<file path="src/rtl/debounce_pkg.sv">
// Shared defaults and width helper for the debounce block and its tick generator.
package debounce_pkg;

   localparam int CLK_HZ       = 100_000_000;
   localparam int SAMPLE_HZ    = 1_000;
   localparam int STABLE_TICKS = 8;

   // Bits needed to hold the values 0..n-1, never less than one.
   function automatic int width_of(input int n);
      return (n <= 2) ? 1 : $clog2(n);
   endfunction

endpackage

</file>
<file path="src/rtl/debounce_tick_gen.sv">
// Free-running divider producing a one-cycle enable every DIV system clocks.
module debounce_tick_gen
   import debounce_pkg::*;
#(
   parameter int DIV = 10
) (
   input  logic clk,
   input  logic reset,
   output logic tick
);

   localparam int W = width_of(DIV);
   localparam logic [W-1:0] CNT_LAST = W'(DIV - 1);
   localparam logic [W-1:0] CNT_PRE  = W'(DIV - 2);

   generate
      if (DIV < 2) begin : g_bad_div
         $error("debounce_tick_gen: DIV must be at least 2");
      end
   endgenerate

   logic [W-1:0] r_cnt;
   logic         r_tick;

   // tick is registered one count early so it is high exactly while r_cnt == DIV-1.
   always_ff @(posedge clk) begin
      if (reset) begin
         r_cnt  <= '0;
         r_tick <= 1'b0;
      end else begin
         r_cnt  <= (r_cnt == CNT_LAST) ? '0 : r_cnt + 1'b1;
         r_tick <= (r_cnt == CNT_PRE);
      end
   end

   assign tick = r_tick;

endmodule

</file>
<file path="src/rtl/debounce_multi.sv">
// Multi-channel key debouncer: 2-flop synchroniser, tick-qualified stability counter,
// clean level plus registered press/release pulses per channel.
module debounce_multi #(
   parameter int N_CH         = 4,
   parameter int CLK_HZ       = debounce_pkg::CLK_HZ,
   parameter int SAMPLE_HZ    = debounce_pkg::SAMPLE_HZ,
   parameter int STABLE_TICKS = debounce_pkg::STABLE_TICKS,
   parameter bit ACTIVE_LOW   = 1'b0
) (
   input  logic            clk,
   input  logic            reset,
   input  logic [N_CH-1:0] in,
   output logic [N_CH-1:0] key_level,
   output logic [N_CH-1:0] key_press,
   output logic [N_CH-1:0] key_release,
   output logic            any_press
);

   import debounce_pkg::*;

   localparam int DIV = CLK_HZ / SAMPLE_HZ;
   localparam int CW  = width_of(STABLE_TICKS + 1);
   localparam logic [CW-1:0] CNT_LAST = CW'(STABLE_TICKS - 1);

   generate
      if (N_CH < 1) begin : g_bad_nch
         $error("debounce_multi: N_CH must be at least 1");
      end
      if (STABLE_TICKS < 1) begin : g_bad_stable
         $error("debounce_multi: STABLE_TICKS must be at least 1");
      end
   endgenerate

   logic w_tick;

   debounce_tick_gen #(
      .DIV (DIV)
   ) u_tick_gen (
      .clk   (clk),
      .reset (reset),
      .tick  (w_tick)
   );

   logic [N_CH-1:0] w_in_pol;
   logic [N_CH-1:0] w_toggle;
   logic [CW-1:0]   w_cnt_next [N_CH];

   logic [N_CH-1:0] r_sync1;
   logic [N_CH-1:0] r_sync2;
   logic [N_CH-1:0] r_level;
   logic [N_CH-1:0] r_press;
   logic [N_CH-1:0] r_release;
   logic            r_any;
   logic [CW-1:0]   r_cnt [N_CH];

   assign w_in_pol = in ^ {N_CH{ACTIVE_LOW}};

   genvar gi;
   generate
      for (gi = 0; gi < N_CH; gi++) begin : g_ch
         logic w_diff;

         assign w_diff       = r_sync2[gi] ^ r_level[gi];
         assign w_toggle[gi] = w_diff & w_tick & (r_cnt[gi] == CNT_LAST);

         // Agreement clears at once so any bounce restarts qualification.
         always_comb begin
            w_cnt_next[gi] = r_cnt[gi];
            if (!w_diff)
               w_cnt_next[gi] = '0;
            else if (w_tick)
               w_cnt_next[gi] = (r_cnt[gi] == CNT_LAST) ? '0 : r_cnt[gi] + 1'b1;
         end
      end
   endgenerate

   always_ff @(posedge clk) begin
      if (reset) begin
         r_sync1   <= '0;
         r_sync2   <= '0;
         r_level   <= '0;
         r_press   <= '0;
         r_release <= '0;
         r_any     <= 1'b0;
         for (int i = 0; i < N_CH; i++)
            r_cnt[i] <= '0;
      end else begin
         r_sync1   <= w_in_pol;
         r_sync2   <= r_sync1;
         r_level   <= r_level ^ w_toggle;
         r_press   <= w_toggle & ~r_level;
         r_release <= w_toggle & r_level;
         r_any     <= |(w_toggle & ~r_level);
         r_cnt     <= w_cnt_next;
      end
   end

   assign key_level   = r_level;
   assign key_press   = r_press;
   assign key_release = r_release;
   assign any_press   = r_any;

endmodule

</file>
<file path="config.mk">
export PLATFORM = sky130hd
export DESIGN_NAME = debounce_multi
export DESIGN_NICKNAME = d
export VERILOG_FILES = /design/src/rtl/debounce_pkg.sv /design/src/rtl/debounce_tick_gen.sv /design/src/rtl/debounce_multi.sv
export SDC_FILE = /design/constraint.sdc
export NUM_CORES = 1
export LEC_CHECK = 0
export CORE_MARGIN = 3
export CORE_UTILIZATION = 57
export DETAILED_ROUTE_END_ITERATION = 8
export PLACE_DENSITY = 0.79
export SYNTH_ARGS = -nofsm -noshare
export SYNTH_HDL_FRONTEND = slang
export SYNTH_HIERARCHICAL = 1
export SYNTH_SLANG_ARGS = --single-unit
</file>
<file path="constraint.sdc">
create_clock -name clk -period 1.8 [get_ports clk]
set_input_delay 0.27 -clock clk [delete_from_list [all_inputs] [get_ports clk]]
set_output_delay 0.27 -clock clk [all_outputs]
set_load 0.05 [all_outputs]
</file>
Word level (Yosys, flattened, before mapping)
Index checks and enable logic that the tools add are counted.
Cells by class
  eq/ne operators: 6
  multiplexer cells: 4
  bitwise operators: 20
  add/sub/neg operators: 5
  reduce and logical (&&, ||, !) cells: 6
Operators with widths (count)
  == test 17 bit, second input constant: 2
  adder 17 x 1 -> 17 bit, second input constant: 1
  adder 4 x 1 -> 4 bit, second input constant: 4
  == test 4 x 3 -> 1 bit, second input constant: 4
  2-to-1 mux 4 bit: 4
  OR reduction 2 bit: 5
  bitwise AND 1 bit: 8
  bitwise AND 4 bit: 2
  inverter 1 bit: 4
  inverter 4 bit: 1
  OR reduction 4 bit: 1
  XOR 1 bit: 4
  XOR 4 bit: 1
Storage, ports and cells
  bits in registers: 55
  output and inout port bits: 13
  bits of input ports: 6

Logic depth before layout (Yosys ltp)
  depth in word-level cells: 5
  depth in mapped cells: 7
  gate-level depth less buffers: 6

Cells and area by module
The synthesis kept the hierarchy.
Modules (own cells, without submodules)
  debounce_multi: cells each 145, seq. area each 740.7 um^2, area each 1476.4 um^2, instances 1
  debounce_tick_gen: cells each 91, seq. area each 360.3 um^2, area each 830.8 um^2, instances 1

Worst setup path after synthesis
Ideal clock, no wire load.
  path kind: reg2reg
  start: register r_level[1], in the netlist key_level[1]
  end: register r_level[1], in the netlist key_level[1]
  setup time: 0.067 ns
  data required time: 1.733 ns
  stages on the path, launching flop included: 5
  period minus slack after synthesis: 1.607 ns
  path slack: 0.193 ns
  arrival: 1.540 ns
  path buffers: 0
  cells stage by stage: dfxtp_1 > xnor2_1 > nor4b_1 > ha_1 > nor2_1
On the way
  cells in the longest elaborated chain, start to end: 4
Ends and longest elaborated chain
  start, declared: line debounce_multi.sv:50  | logic [N_CH-1:0] r_level;
  start signal, assigned: line debounce_multi.sv:90  | r_level <= r_level ^ w_toggle;
  XOR 1 bit: line debounce_multi.sv:63  | assign w_diff = r_sync2[gi] ^ r_level[gi];
  bitwise AND 1 bit (2 in a row): line debounce_multi.sv:64  | assign w_toggle[gi] = w_diff & w_tick & (r_cnt[gi] == CNT_LAST);
  XOR 4 bit *: line debounce_multi.sv:90
Every way passes the cells marked *; elsewhere a longest branch is shown, timed or not.
A chain may end at the register's enable or synchronous reset.

Worst setup path in the final report
  start: register r_any, in the netlist any_press
  end: output port any_press
RTL lines
  start, declared: line debounce_multi.sv:53  | logic r_any;
  start signal, assigned: line debounce_multi.sv:93  | r_any <= |(w_toggle & ~r_level);
  end, declared: line debounce_multi.sv:16  | output logic any_press
No word-level cell between the ends.

==> impl_metrics.env <==
export IMPL_grt_pass1_wl_um=6300
export IMPL_crit_slowest_cell="clkdlybuf4s50_1"
export IMPL_track_usage_pct=16.0
export IMPL_leakage_nw=0.922
export IMPL_grt_max_degree=16
export IMPL_yosysMostFrequentCell="dfxtp_1"
export IMPL_ys_seq_elements=55
export IMPL_die_area_mm2=0.00485
export IMPL_crit_path_cell_trace="clkdlybuf4s50_1"
export IMPL_hold_viol_final=0
export IMPL_critPathTopFamily="buffers and inverters"
export IMPL_power_density_mw_per_mm2=740
export IMPL_finClkSkew_ns=0.00777
export IMPL_required_ns=1.53
export IMPL_rows=22
export IMPL_postCtsSetupBuffers=0
export IMPL_ys_types=30
export IMPL_syn_area_per_cell_um2=9.78
export IMPL_slew_headroom_pct=65.5
export IMPL_critPathMaxStageDelay_ns=0.81
export IMPL_root_buffer="clkbuf_8"
export IMPL_grt_overflow=0
export IMPL_wl_per_cell_um=11.4
export IMPL_wl_um=3530
export IMPL_gp_congestion=0.786
export IMPL_critPathKind="reg2out"
export IMPL_syn_nets=256
export IMPL_drv_slew=0
export IMPL_postCtsHoldBufs=0
export IMPL_place_hpwl_um=2590
export IMPL_tightest_slew_ns=0.515
export IMPL_clock_sinks=55
export IMPL_status="finished clean"
export IMPL_io_pins=19
export IMPL_netlist_instances=236
export IMPL_drive_gt1_share_pct=11.0
export IMPL_vias=1613
export IMPL_cts_buffers=5
export IMPL_hold_slack_ns=0.447
export IMPL_postCtsResizedCells=0
export IMPL_die_w_um=69.6
export IMPL_synth_ff_type="dfxtp_1"
export IMPL_htreeDepth=2
export IMPL_finalSetupTns_ns=0
export IMPL_synth_top_area_share_pct=47.7
export IMPL_vdd_drop_max_v=0.000545
export IMPL_fin_util_pct=69.6
export IMPL_fp_dieH_um=69.6
export IMPL_setup_viol=0
export IMPL_cp_end_kind="output port"
export IMPL_clock_latency_ns=0.30
export IMPL_port_buffers=18
export IMPL_syn_to_final_growth_pct=13.8
export IMPL_drc=0
export IMPL_reg2reg_from="u_tick_gen/r_cnt[0]"
export IMPL_synth_top_cells_by_area="dfxtp_1 48%, ha_1 7.6%, xnor2_1 6.5%"
export IMPL_async_flop_share_pct=0
export IMPL_yosysSeqAreaShare_pct=47.7
export IMPL_cts_tree="done"
export IMPL_r2r_slack_ns=0.27
export IMPL_hp_class="reg2reg"
export IMPL_critPathMaxFanout=1
export IMPL_initial_core_util_pct=61.2
export IMPL_synthTopCellsByCount="55 x dfxtp_1, 37 x nor2_1, 17 x nor2b_1, 17 x xnor2_1, 14 x ha_1"
export IMPL_clk_path_buf_depth=2
export IMPL_diodes=0
export IMPL_fmax_ghz=0.587
export IMPL_cts_clk_slew_worst_paths_ns=0.09
export IMPL_timing_rr_end="u_tick_gen/r_cnt[14]"
export IMPL_drtIter0Drc=77
export IMPL_drt_pass1_iter_count=4
export IMPL_cp_endpoint="any_press"
export IMPL_ant_nets=0
export IMPL_rsz0062_at_grt="false"
export IMPL_final_nets=282
export IMPL_finalCritPeriodShare_pct=94.6
export IMPL_ys_warn_count=6
export IMPL_core_mm2=0.00377
export IMPL_grt_pass1_vias=1492
export IMPL_synth_top_area_cell="dfxtp_1"
export IMPL_syn_area_mm2=0.00231
export IMPL_worst_setup_path_start_kind="flop"
export IMPL_worstPathArrival_ns=1.43
export IMPL_grt_antenna_before_repair=0
export IMPL_synth_edff_count=0
export IMPL_path_buf_inv=1
export IMPL_detail_route_vias_per_cell=5.19
export IMPL_period_minus_slack_ns=1.70
export IMPL_drv_cap=0
export IMPL_crit_path_start="any_press"
export IMPL_ff2ff_path_depth=5
export IMPL_worstSetupPathDepth=1
## through the flow
step	worst slack, ns	instances	total power, mW	cell area [um^2]
after detailed placement	0.288	303	1.33	2540
after CTS	0.0784	311	1.96	2630
after global placement	0.286	303	1.33	2540
after floorplan	0.193	236	1.30	2310
final	0.0966	311	1.94	2630
after global routing	0.0483	311	2.01	2630
## registers in the layout (all words and copies together) (netlist names)
name and cells:
u_tick_gen/r_cnt 17, key_level 4, key_release 4, key_press 4, r_sync1 4, u_tick_gen/tick 1
any_press 1, r_sync2 4, r_cnt 16
## cell families after synthesis
logic type | share of synthesized area [%]
compound gates | 2.82
xor+xnor | 8.35
fa+ha+maj | 7.59
buf+inv | 3.09
flops | 47.7
mux | 1.74
simple gates | 28.7
## worst min path at each step
stage | end | cells past startpoint | from | slack, ns
finish | r_sync2[3] | 1 | r_sync1[3] | 0.45
global route | r_sync2[2] | 1 | r_sync1[2] | 0.45
CTS | r_sync2[1] | 1 | r_sync1[1] | 0.45
detailed placement | r_sync2[2] | 1 | r_sync1[2] | 0.43
global placement | r_sync2[2] | 1 | r_sync1[2] | 0.42
floorplan | r_sync2[0] | 1 | reset | 0.34
## per-layer routing
metal  up-vias  global-route usage (%)  wire [um]
met4         0                    5.11         20
met2        25                    26.3       1670
met3         2                    5.65        144
met5         -                       0          0
met1       743                    19.5       1700
li1        843                       -          -
## cells in the final DEF (no fill, tap or decap)
cell	instances
dfxtp_1	55
nor2_1	37
xnor2_1	17
nor2b_1	17
ha_1	14
clkdlybuf4s50_1	14
nand2_1	11
buf_4	10
inv_1	9
a21oi_1	9
nand3b_1	8
nand4_1	6
xor2_1	5
clkbuf_8	5
or2_2	4
mux2i_1	4
nand2b_1	4
nor4_1	4
or3_1	4
nor3_1	4
nand4b_1	3
nand4_2	3
nand3_1	3
nor4b_1	2
clkbuf_1	2
nand3_2	2
nor4_2	2
clkinv_2	1
nor4bb_1	1
and3_1	1
o21bai_2	1
a31o_2	1
## layout make-up
| cell class | instances | area, um^2 |
|---|---|---|
| Clock buffer | 7 | 76.3 |
| Clock inverter | 1 | 5.00 |
| Fill cell | 303 | 1140 |
| Inverter | 9 | 33.8 |
| Multi-Input combinational cell | 167 | 1130 |
| Sequential cell | 55 | 1100 |
| Tap cell | 48 | 60.1 |
| Timing Repair Buffer | 24 | 215 |
## power by group
| group | leakage (nW) | switching, mW | internal [mW] |
|---|---|---|---|
| combinational | 0.434 | 0.0261 | 0.0315 |
| sequential | 0.445 | 0.00968 | 1.23 |
| clock | 0.0422 | 0.373 | 0.274 |
| total | 0.922 | 0.409 | 1.54 |
(Power assumes the default switching activity.)
